File: src/rtl/aes_round_sched_if.sv
// Control bus between the AES round scheduler and the I/O wrapper / round-key datapath.
// "slave" is the scheduler side; "master" is the wrapper/datapath side.
interface aes_round_sched_if #(
    parameter int RND_W = 4
);
    logic             in_valid;
    logic             in_ready;
    logic             abort;
    logic             rk_valid;
    logic             rk_req;
    logic             ld_state;
    logic             rnd_en;
    logic             final_round;
    logic [RND_W-1:0] round_idx;
    logic             busy;
    logic             out_valid;
    logic             out_ready;
    logic             err;

    modport master (
        output in_valid, abort, rk_valid, out_ready,
        input  in_ready, rk_req, ld_state, rnd_en, final_round,
               round_idx, busy, out_valid, err
    );

    modport slave (
        input  in_valid, abort, rk_valid, out_ready,
        output in_ready, rk_req, ld_state, rnd_en, final_round,
               round_idx, busy, out_valid, err
    );
endinterface

File: src/rtl/aes_round_sched.sv
// Iterative AES round sequencer: initial AddRoundKey, rounds 1..NR-1, final round,
// with key-availability stalls, key-wait timeout and synchronous abort.
module aes_round_sched #(
    parameter int NR      = 10,
    parameter int RND_W   = 4,
    parameter int TIMEOUT = 16
) (
    input  logic             clk,
    input  logic             rst,
    aes_round_sched_if.slave bus
);
    typedef enum logic [2:0] {IDLE, INIT, RUN, LAST, DONE} state_e;

    localparam logic [RND_W-1:0] IDX_ONE = RND_W'(1);
    localparam logic [RND_W-1:0] IDX_PEN = RND_W'(NR - 1);
    localparam logic [RND_W-1:0] IDX_NR  = RND_W'(NR);
    localparam logic [7:0]       WT_LAST = 8'(TIMEOUT - 1);

    state_e           state_q, state_d;
    logic [RND_W-1:0] idx_q, idx_d;
    logic [7:0]       wcnt_q, wcnt_d;

    logic in_ready_q, busy_q, ld_q, rk_req_q, final_q, out_valid_q;
    logic rnd_en, timeout;

    // rk_req_q is high exactly in RUN/LAST, the only states that consume keys.
    assign rnd_en  = rk_req_q & bus.rk_valid;
    assign timeout = rk_req_q & ~bus.rk_valid & (wcnt_q == WT_LAST);

    always_comb begin
        state_d = state_q;
        idx_d   = idx_q;
        wcnt_d  = wcnt_q;
        case (state_q)
            IDLE: begin
                idx_d  = '0;
                wcnt_d = '0;
                if (bus.in_valid) state_d = INIT;
            end
            INIT: begin
                state_d = RUN;
                idx_d   = IDX_ONE;
            end
            RUN: begin
                if (rnd_en) begin
                    wcnt_d = '0;
                    if (idx_q == IDX_PEN) begin
                        state_d = LAST;
                        idx_d   = IDX_NR;
                    end else begin
                        idx_d = idx_q + IDX_ONE;
                    end
                end else begin
                    wcnt_d = wcnt_q + 8'd1;
                end
            end
            LAST: begin
                if (rnd_en) begin
                    state_d = DONE;
                    wcnt_d  = '0;
                end else begin
                    wcnt_d = wcnt_q + 8'd1;
                end
            end
            DONE: begin
                if (bus.out_ready) begin
                    state_d = IDLE;
                    idx_d   = '0;
                end
            end
            default: begin
                state_d = IDLE;
                idx_d   = '0;
                wcnt_d  = '0;
            end
        endcase

        // abort outranks timeout, which outranks the normal transition
        if ((state_q != IDLE && bus.abort) || timeout) begin
            state_d = IDLE;
            idx_d   = '0;
            wcnt_d  = '0;
        end

        if (state_d != state_q) wcnt_d = '0;
    end

    // Strobes are decoded from the next state so they come straight out of flops.
    always_ff @(posedge clk) begin
        if (rst) begin
            state_q     <= IDLE;
            idx_q       <= '0;
            wcnt_q      <= '0;
            in_ready_q  <= 1'b1;
            busy_q      <= 1'b0;
            ld_q        <= 1'b0;
            rk_req_q    <= 1'b0;
            final_q     <= 1'b0;
            out_valid_q <= 1'b0;
        end else begin
            state_q     <= state_d;
            idx_q       <= idx_d;
            wcnt_q      <= wcnt_d;
            in_ready_q  <= (state_d == IDLE);
            busy_q      <= (state_d != IDLE);
            ld_q        <= (state_d == INIT);
            rk_req_q    <= (state_d == RUN) || (state_d == LAST);
            final_q     <= (state_d == LAST);
            out_valid_q <= (state_d == DONE);
        end
    end

    assign bus.in_ready    = in_ready_q;
    assign bus.busy        = busy_q;
    assign bus.ld_state    = ld_q;
    assign bus.rk_req      = rk_req_q;
    assign bus.rnd_en      = rnd_en;
    assign bus.final_round = final_q;
    assign bus.round_idx   = idx_q;
    assign bus.out_valid   = out_valid_q;
    assign bus.err         = timeout & ~bus.abort;
endmodule
File: src/flat_wrapper.sv
// flat-port wrapper written by rule: the top's interface ports become plain ports
module aes_round_sched_flat 
#(
    parameter int NR      = 10,
    parameter int RND_W   = 4,
    parameter int TIMEOUT = 16
)
  (clk, rst, bus_in_valid, bus_abort, bus_rk_valid, bus_out_ready, bus_in_ready, bus_rk_req, bus_ld_state, bus_rnd_en, bus_final_round, bus_round_idx, bus_busy, bus_out_valid, bus_err);
  aes_round_sched_if #(.RND_W(RND_W)) bus_i ();
  input  logic clk;
  input  logic rst;
  input wire logic [$bits(bus_i.in_valid)-1:0] bus_in_valid;
  input wire logic [$bits(bus_i.abort)-1:0] bus_abort;
  input wire logic [$bits(bus_i.rk_valid)-1:0] bus_rk_valid;
  input wire logic [$bits(bus_i.out_ready)-1:0] bus_out_ready;
  output wire logic [$bits(bus_i.in_ready)-1:0] bus_in_ready;
  output wire logic [$bits(bus_i.rk_req)-1:0] bus_rk_req;
  output wire logic [$bits(bus_i.ld_state)-1:0] bus_ld_state;
  output wire logic [$bits(bus_i.rnd_en)-1:0] bus_rnd_en;
  output wire logic [$bits(bus_i.final_round)-1:0] bus_final_round;
  output wire logic [$bits(bus_i.round_idx)-1:0] bus_round_idx;
  output wire logic [$bits(bus_i.busy)-1:0] bus_busy;
  output wire logic [$bits(bus_i.out_valid)-1:0] bus_out_valid;
  output wire logic [$bits(bus_i.err)-1:0] bus_err;
  assign bus_i.in_valid = bus_in_valid;
  assign bus_i.abort = bus_abort;
  assign bus_i.rk_valid = bus_rk_valid;
  assign bus_i.out_ready = bus_out_ready;
  assign bus_in_ready = bus_i.in_ready;
  assign bus_rk_req = bus_i.rk_req;
  assign bus_ld_state = bus_i.ld_state;
  assign bus_rnd_en = bus_i.rnd_en;
  assign bus_final_round = bus_i.final_round;
  assign bus_round_idx = bus_i.round_idx;
  assign bus_busy = bus_i.busy;
  assign bus_out_valid = bus_i.out_valid;
  assign bus_err = bus_i.err;
  aes_round_sched #(.NR(NR), .RND_W(RND_W), .TIMEOUT(TIMEOUT)) u_core (.clk(clk), .rst(rst), .bus(bus_i));
endmodule
File: config.mk
export PLATFORM = sky130hd
export DESIGN_NAME = aes_round_sched_flat
export DESIGN_NICKNAME = d
export VERILOG_FILES = /design/src/rtl/aes_round_sched_if.sv /design/src/rtl/aes_round_sched.sv /design/src/flat_wrapper.sv
export SDC_FILE = /design/constraint.sdc
export NUM_CORES = 1
export LEC_CHECK = 0
export CAP_MARGIN = 20
export CORE_MARGIN = 2
export CORE_UTILIZATION = 35
export CTS_CLUSTER_DIAMETER = 150
export CTS_CLUSTER_SIZE = 8
export DETAILED_ROUTE_END_ITERATION = 8
export DONT_BUFFER_PORTS = 1
export SETUP_SLACK_MARGIN = 0.15
export SLEW_MARGIN = 20
export SYNTH_ARGS = -nofsm -noshare
export SYNTH_HDL_FRONTEND = slang
export SYNTH_SLANG_ARGS = --single-unit
File: constraint.sdc
create_clock -name clk -period 2.1 [get_ports clk]
set_clock_uncertainty 0.05 [all_clocks]
set_input_delay 0.21 -clock clk [delete_from_list [all_inputs] [get_ports clk]]
set_output_delay 0.21 -clock clk [all_outputs]
set_load 0.01 [all_outputs]
# Word level (Yosys, flattened, before mapping)
# Cells that the tools add are included.
totals:
  register_bits: 21
  in_bits: 6
  output_inout_bits: 12
  elab_cells: 56
classes:
  n_addsub: 2
  eq_ne: 13
  n_mux: 13
  n_bitwise: 7
  reduce_logical: 12
ops:
  columns: ["op", "n"]
  rows:
  - ["3-bit two-way mux", 6]
  - ["4-bit one-hot mux with 4 select lines", 1]
  - ["8-bit one-hot mux with 2 select lines", 1]
  - ["3-bit one-hot mux with 5 select lines", 1]
  - ["3-bit by 2-bit == test with 1-bit output (second input constant)", 4]
  - ["4-bit two-way mux", 3]
  - ["8-bit by 1-bit adder with 8-bit output (second input constant)", 1]
  - ["8-bit by 4-bit == test with 1-bit output (second input constant)", 1]
  - ["8-bit two-way mux", 1]
  - ["3-bit by 1-bit == test with 1-bit output (second input constant)", 2]
  - ["3-bit == test (second input constant)", 2]
  - ["3-bit logical NOT", 2]
  - ["3-bit nonzero test", 2]
  - ["2-bit OR reduction", 3]
  - ["4-bit by 1-bit adder with 4-bit output (second input constant)", 1]
  - ["1-bit bitwise AND", 4]
  - ["4-bit == test (second input constant)", 1]
  - ["2-bit inequality test (second input constant)", 2]
  - ["3-bit inequality test", 1]
  - ["1-bit NOT", 3]
  - ["3-bit AND reduction", 1]
  - ["3-bit OR reduction", 1]
  - ["1-bit logical OR", 2]
  - ["1-bit logical AND", 1]

# Longest topological paths before layout
logic_depth:
  ltp_word: 7
  depth_mapped: 6
  depth_no_buf: 6

# Least setup slack after synthesis
# Ideal clock, no wire load.
synth_path:
  kind: "flip-flop to flip-flop"
  from: "register u_core.idx_q[1], in the netlist u_core.bus.round_idx[1]"
  to: "register u_core.busy_q, in the netlist u_core.bus.busy"
  setup_ps: 123
  arrival_time_ps: 1347
  required_ps: 1927
  setup_slack_ps: 580
  stages_incl_launch_ff: 7
  n_path_buf: 0
  synth_period_minus_slack_ps: 1520
  path_cell_list: "dfxtp_1 inv_1 ha_1 and3b_1 a311o_1 nand3_2 a21oi_1"
synth_between:
  elab_chain_cells: 6
synth_rtl:
  columns: ["element", "line_no", "source"]
  rows:
  - ["start: declaration", "aes_round_sched.sv:20", "logic [RND_W-1:0] idx_q, idx_d;"]
  - ["start signal: assignment", "aes_round_sched.sv:102", "idx_q <= idx_d;"]
  - ["4-bit == test", "aes_round_sched.sv:47", "if (idx_q == IDX_PEN) begin"]
  - ["3-bit two-way mux", "aes_round_sched.sv:47", null]
  - ["3-bit two-way mux", "aes_round_sched.sv:45", "if (rnd_en) begin"]
  - ["3-bit one-hot mux with 5 select lines", "aes_round_sched.sv:34", "case (state_q)"]
  - ["3-bit two-way mux", "aes_round_sched.sv:79", "if ((state_q != IDLE && bus.abort) || timeout) begin"]
  - ["3-bit nonzero test", "aes_round_sched.sv:105", "busy_q <= (state_d != IDLE);"]
  - ["end signal: assignment", "aes_round_sched.sv:105", null]
  - ["end: declaration", "aes_round_sched.sv:23", "logic in_ready_q, busy_q, ld_q, rk_req_q, final_q, out_valid_q;"]
# No other way between the ends.
# A chain may end at the register's enable or synchronous reset.

# Worst setup path after layout
layout_path:
  from: "register u_core.state_q[0]"
  to: "register u_core.in_ready_q, in the netlist u_core.bus.in_ready"
layout_between:
  elab_chain_cells: 5
  elab_cells_between_ends: 16
  classes_between: "4 x eq/ne; 7 x mux; 5 x reduce/logical"
layout_rtl:
  columns: ["element", "line_no", "source"]
  rows:
  - ["start: declaration", "aes_round_sched.sv:19", "state_e state_q, state_d;"]
  - ["start signal: assignment", "aes_round_sched.sv:101", "state_q <= state_d;"]
  - ["3-bit two-way mux / 3-bit nonzero test (equally long branches)", "aes_round_sched.sv:47, aes_round_sched.sv:79", null]
  - ["3-bit two-way mux / 1-bit logical AND (equally long branches)", "aes_round_sched.sv:45, aes_round_sched.sv:79", null]
  - ["3-bit one-hot mux with 5 select lines / 1-bit logical OR (equally long branches)", "aes_round_sched.sv:34, aes_round_sched.sv:79", null]
  - ["3-bit two-way mux *", "aes_round_sched.sv:79", null]
  - ["3-bit logical NOT *", "aes_round_sched.sv:104", "in_ready_q <= (state_d == IDLE);"]
  - ["end signal: assignment", "aes_round_sched.sv:104", null]
  - ["end: declaration", "aes_round_sched.sv:23", null]
# Mark *: on every way between the ends. The rest lies on a longest branch, timed or not.

==> flow_summary_export.csv <==
group,metric,value,unit
timing,fin_crit_sh,88.1,%
timing,setup_viol,0,
clocking,insertion_delay,0.30,ns
floorplanning,num_rows,20,
critical_path,timing.rr.start,"u_core.state_q[0]",
layout,drive_gt1_share,7.81,%
clocking,cts_buffer_depth,2,
run,cap_violations,0,
yosys,ys.flop_type,"dfxtp_1",
grt,first_global_vias,824,
placement,placed_cell_area,1150,um2
yosys,synth_cell_types,39,
timing,worst_pin_slew,0.681,ns
critical_path,path_buf_inv,0,
critical_path,crit_path_end_kind,"flip-flop",
layout,stdcell_area,1180,um2
clocking,cts_tree,"built",
timing,max_slew_margin,54.0,%
placement,port_buffers,0,
grt,grt_overflow,0,
floorplanning,die_area,3670,um2
yosys,synth_nets,137,
power_and_ir_drop,ir_worst_vdd,0.267,mV
grt,grt_pass1_wl,3810,um
timing,fin_crit,1.85,ns
clocking,numCtsBuffers,3,
routing,firstDrtPassIters,4,
grt,grt_start_max_net_pins,19,
power_and_ir_drop,p_seq_share,56.8,%
layout,syn2layout_area_growth,5.58,%
critical_path,crit_cells,3,
critical_path,max_stage_delay,0.71,ns
yosys,syn_area,1120,um2
routing,via_per_inst,5.43,
yosys,avgSynthCellArea,8.76,um2
critical_path,reg2reg_depth,3,
min_path,min_path_type,"input port to flip-flop",
timing,slew_viol_final,0,
layout,diodes,0,
clocking,root_buffer,"clkbuf_4",
power_and_ir_drop,p_sw_share,31.9,%
min_path,timing.hold.worst_path_depth,2,
yosys,synth_edf_count,0,
power_and_ir_drop,intPower,558,uW
timing,rsz0062_at_grt,"no",
critical_path,cp_top_family,"simple AND/OR/NAND/NOR gates",
placement,detailed_place_hpwl,1670,um
critical_path,cp_max_fo,18,
critical_path,crit_arrival,2.01,ns
critical_path,cp_data_required_time,2.26,ns
routing,wl_per_cell,13.3,um
critical_path,path_cells,"nor4b_1 -> o21ai_0 -> a21o_1",
clocking,htreeDepth,1,
power_and_ir_drop,power_leakage,0.000420,uW
layout,layoutNonFillerInstCount,172,
placement,place.gp.congestion,0.866,
critical_path,cp-start-kind,"flip-flop",
layout,fin_nets,138,
run_status,status,"finished, final reports clean",
floorplanning,initial_core_util,36.7,%
routing,drtIter0Drc,73,
floorplanning,coreArea,3050,um2
routing,drc,0,
critical_path,ff2ff_setup_slack,0.25,ns
min_path,min_from,"rst",
power_and_ir_drop,switching_power,262,uW
power_and_ir_drop,p_comb_share,20.0,%
floorplanning,die_w,60.6,um
floorplanning,die_h,60.6,um
routing,ant_nets,0,
critical_path,r2r_end,"u_core.bus.in_ready",
placement,numPlacedInstances,167,
yosys,yosysWarnings,0,
yosys,ys_ff_latch,21,
timing,fmax,540,MHz
routing,vias,934,
power_and_ir_drop,p_clk_share,23.2,%
grt,grtUsageTotal,13.9,%
clocking,cts_sinks,21,
min_path,hold_end,"u_core.bus.out_valid",
yosys,ys_async_sr_fraction,0,%
floorplanning,io_pins,18,
critical_path,critPathKind,"flip-flop to flip-flop",
clocking,path_clk_slew,0.11,ns
timing,setup_tns,0,ns
yosys,netlist_instances,128,
critical_path,crit_slowest_cell,"nor4b_1",
grt,antenna_found_initial,0,
power_and_ir_drop,cellPowerDensity,692,nW/um2
timing,hold_violations,0,
yosys,yosysSeqAreaShare,37.5,%
routing,drt_wl_total,2280,um
power_and_ir_drop,fin_total_pwr,819,uW
[power by group through the flow]
stage	clock, uW	combinational (uW)	sequential [uW]
after global routing	220	183	471
after floorplan	0	154	451
after detailed placement	0	161	474
after global placement	0	161	473
final	190	164	465
after CTS	201	164	464
[cells in the mapped netlist (2+ instances only)]
cell type   n  area [um2]
a21o_1      2        15.0
and2_1      2        12.5
a21oi_1    10        50.1
nor3_1     12        60.1
nand3b_1    3        22.5
a311o_1     2        20.0
nor2b_1     4        25.0
and4_1      2        17.5
o21ai_0     8        40.0
inv_1       5        18.8
nor4_2      2        25.0
ha_1        3        37.5
nand3_1     3        15.0
xor2_1      4        35.0
nor4_1      4        25.0
nor2_1     13        48.8
and3_1      3        18.8
nand2_1     3        11.3
buf_2       2        10.0
clkbuf_1    2        7.51
dfxtp_1    21         420
[cells by family (layout without fill, tap and decap cells)]
| family | count (synthesis) | after routing | share of synthesized area (%) |
|---|---|---|---|
| flops | 21 | 21 | 37.5 |
| xor+xnor | 5 | 5 | 3.91 |
| fa+ha+maj | 3 | 3 | 3.35 |
| simple gates | 56 | 56 | 29.1 |
| compound gates | 32 | 32 | 21.2 |
| buf+inv | 11 | 11 | 4.91 |
[layer usage]
| metal | global-route usage [%] | vias to the layer above | part of all wire, % |
|---|---|---|---|
| li1 | - | 473 | - |
| met1 | 17.6 | 438 | 49 |
| met2 | 22.0 | 19 | 45 |
| met3 | 5.12 | 4 | 5.6 |
| met4 | 4.35 | 0 | 1.0 |
| met5 | 0 | - | 0 |
[cell usage in the layout (no fill, tap or decap), types with 2 or more instances in the layout]
cell / n
a21o_1: 2
a21oi_1: 10
a311o_1: 2
and2_1: 2
and3_1: 3
and4_1: 2
clkbuf_4: 3
dfxtp_1: 21
ha_1: 3
inv_1: 5
nand2_1: 3
nand3_1: 3
nand3b_1: 3
nor2_1: 13
nor2b_1: 4
nor3_1: 12
nor4_1: 4
nor4_2: 2
o21ai_0: 8
xor2_1: 4
[stage by stage]
step / hold slack [ns] / utilization (%) / setup WS, ns
2_1_floorplan: 0.229 / - / 0.580
3_3_place_gp: 0.233 / 37.6 / 0.291
3_5_place_dp: 0.234 / 37.6 / 0.333
4_1_cts: 0.102 / 38.8 / 0.309
5_1_grt: 0.118 / 38.8 / 0.155
6_report: 0.107 / 38.8 / 0.249
[how the worst max path moves through the flow]
| stage | startpoint | to | slack, ns |
|---|---|---|---|
| finish | u_core.state_q[0] | u_core.bus.in_ready | 0.25 |
| global route | u_core.state_q[0] | u_core.bus.out_valid | 0.16 |
| CTS | u_core.state_q[0] | u_core.bus.in_ready | 0.31 |
| detailed placement | u_core.state_q[0] | u_core.bus.in_ready | 0.33 |
| global placement | u_core.state_q[0] | u_core.bus.out_valid | 0.29 |
| floorplan | u_core.bus.round_idx[1] | u_core.bus.busy | 0.58 |
[state kept, by name, summed over array words and instances, names as in the netlist]
name / cells
u_core.wcnt_q: 8
u_core.bus.round_idx: 4
u_core.state_q: 3
u_core.bus.busy: 1
u_core.bus.final_round: 1
u_core.bus.in_ready: 1
u_core.bus.ld_state: 1
u_core.bus.out_valid: 1
u_core.bus.rk_req: 1
[worst register-to-register path: cells and delay by family, from the launching register on]
family	cells	cell delay, ns
simple gates	1	0.71
compound gates	2	0.48
flops	1	0.52
[layout make-up]
class / count / area (um2)
Inverter: 5 / 18.8
Multi-Input combinational cell: 96 / 646
Tap cell: 44 / 55.1
Fill cell: 310 / 1870
Sequential cell: 21 / 420
Timing Repair Buffer: 2 / 17.5
Clock buffer: 4 / 26.3
[repair_timing]
action	CTS	global route
setup buffers	0	0
hold buffers	1	0
hold endpoints to repair	4	0
gates resized for setup	0	0
Note: power is estimated with default switching activity, not from simulation.
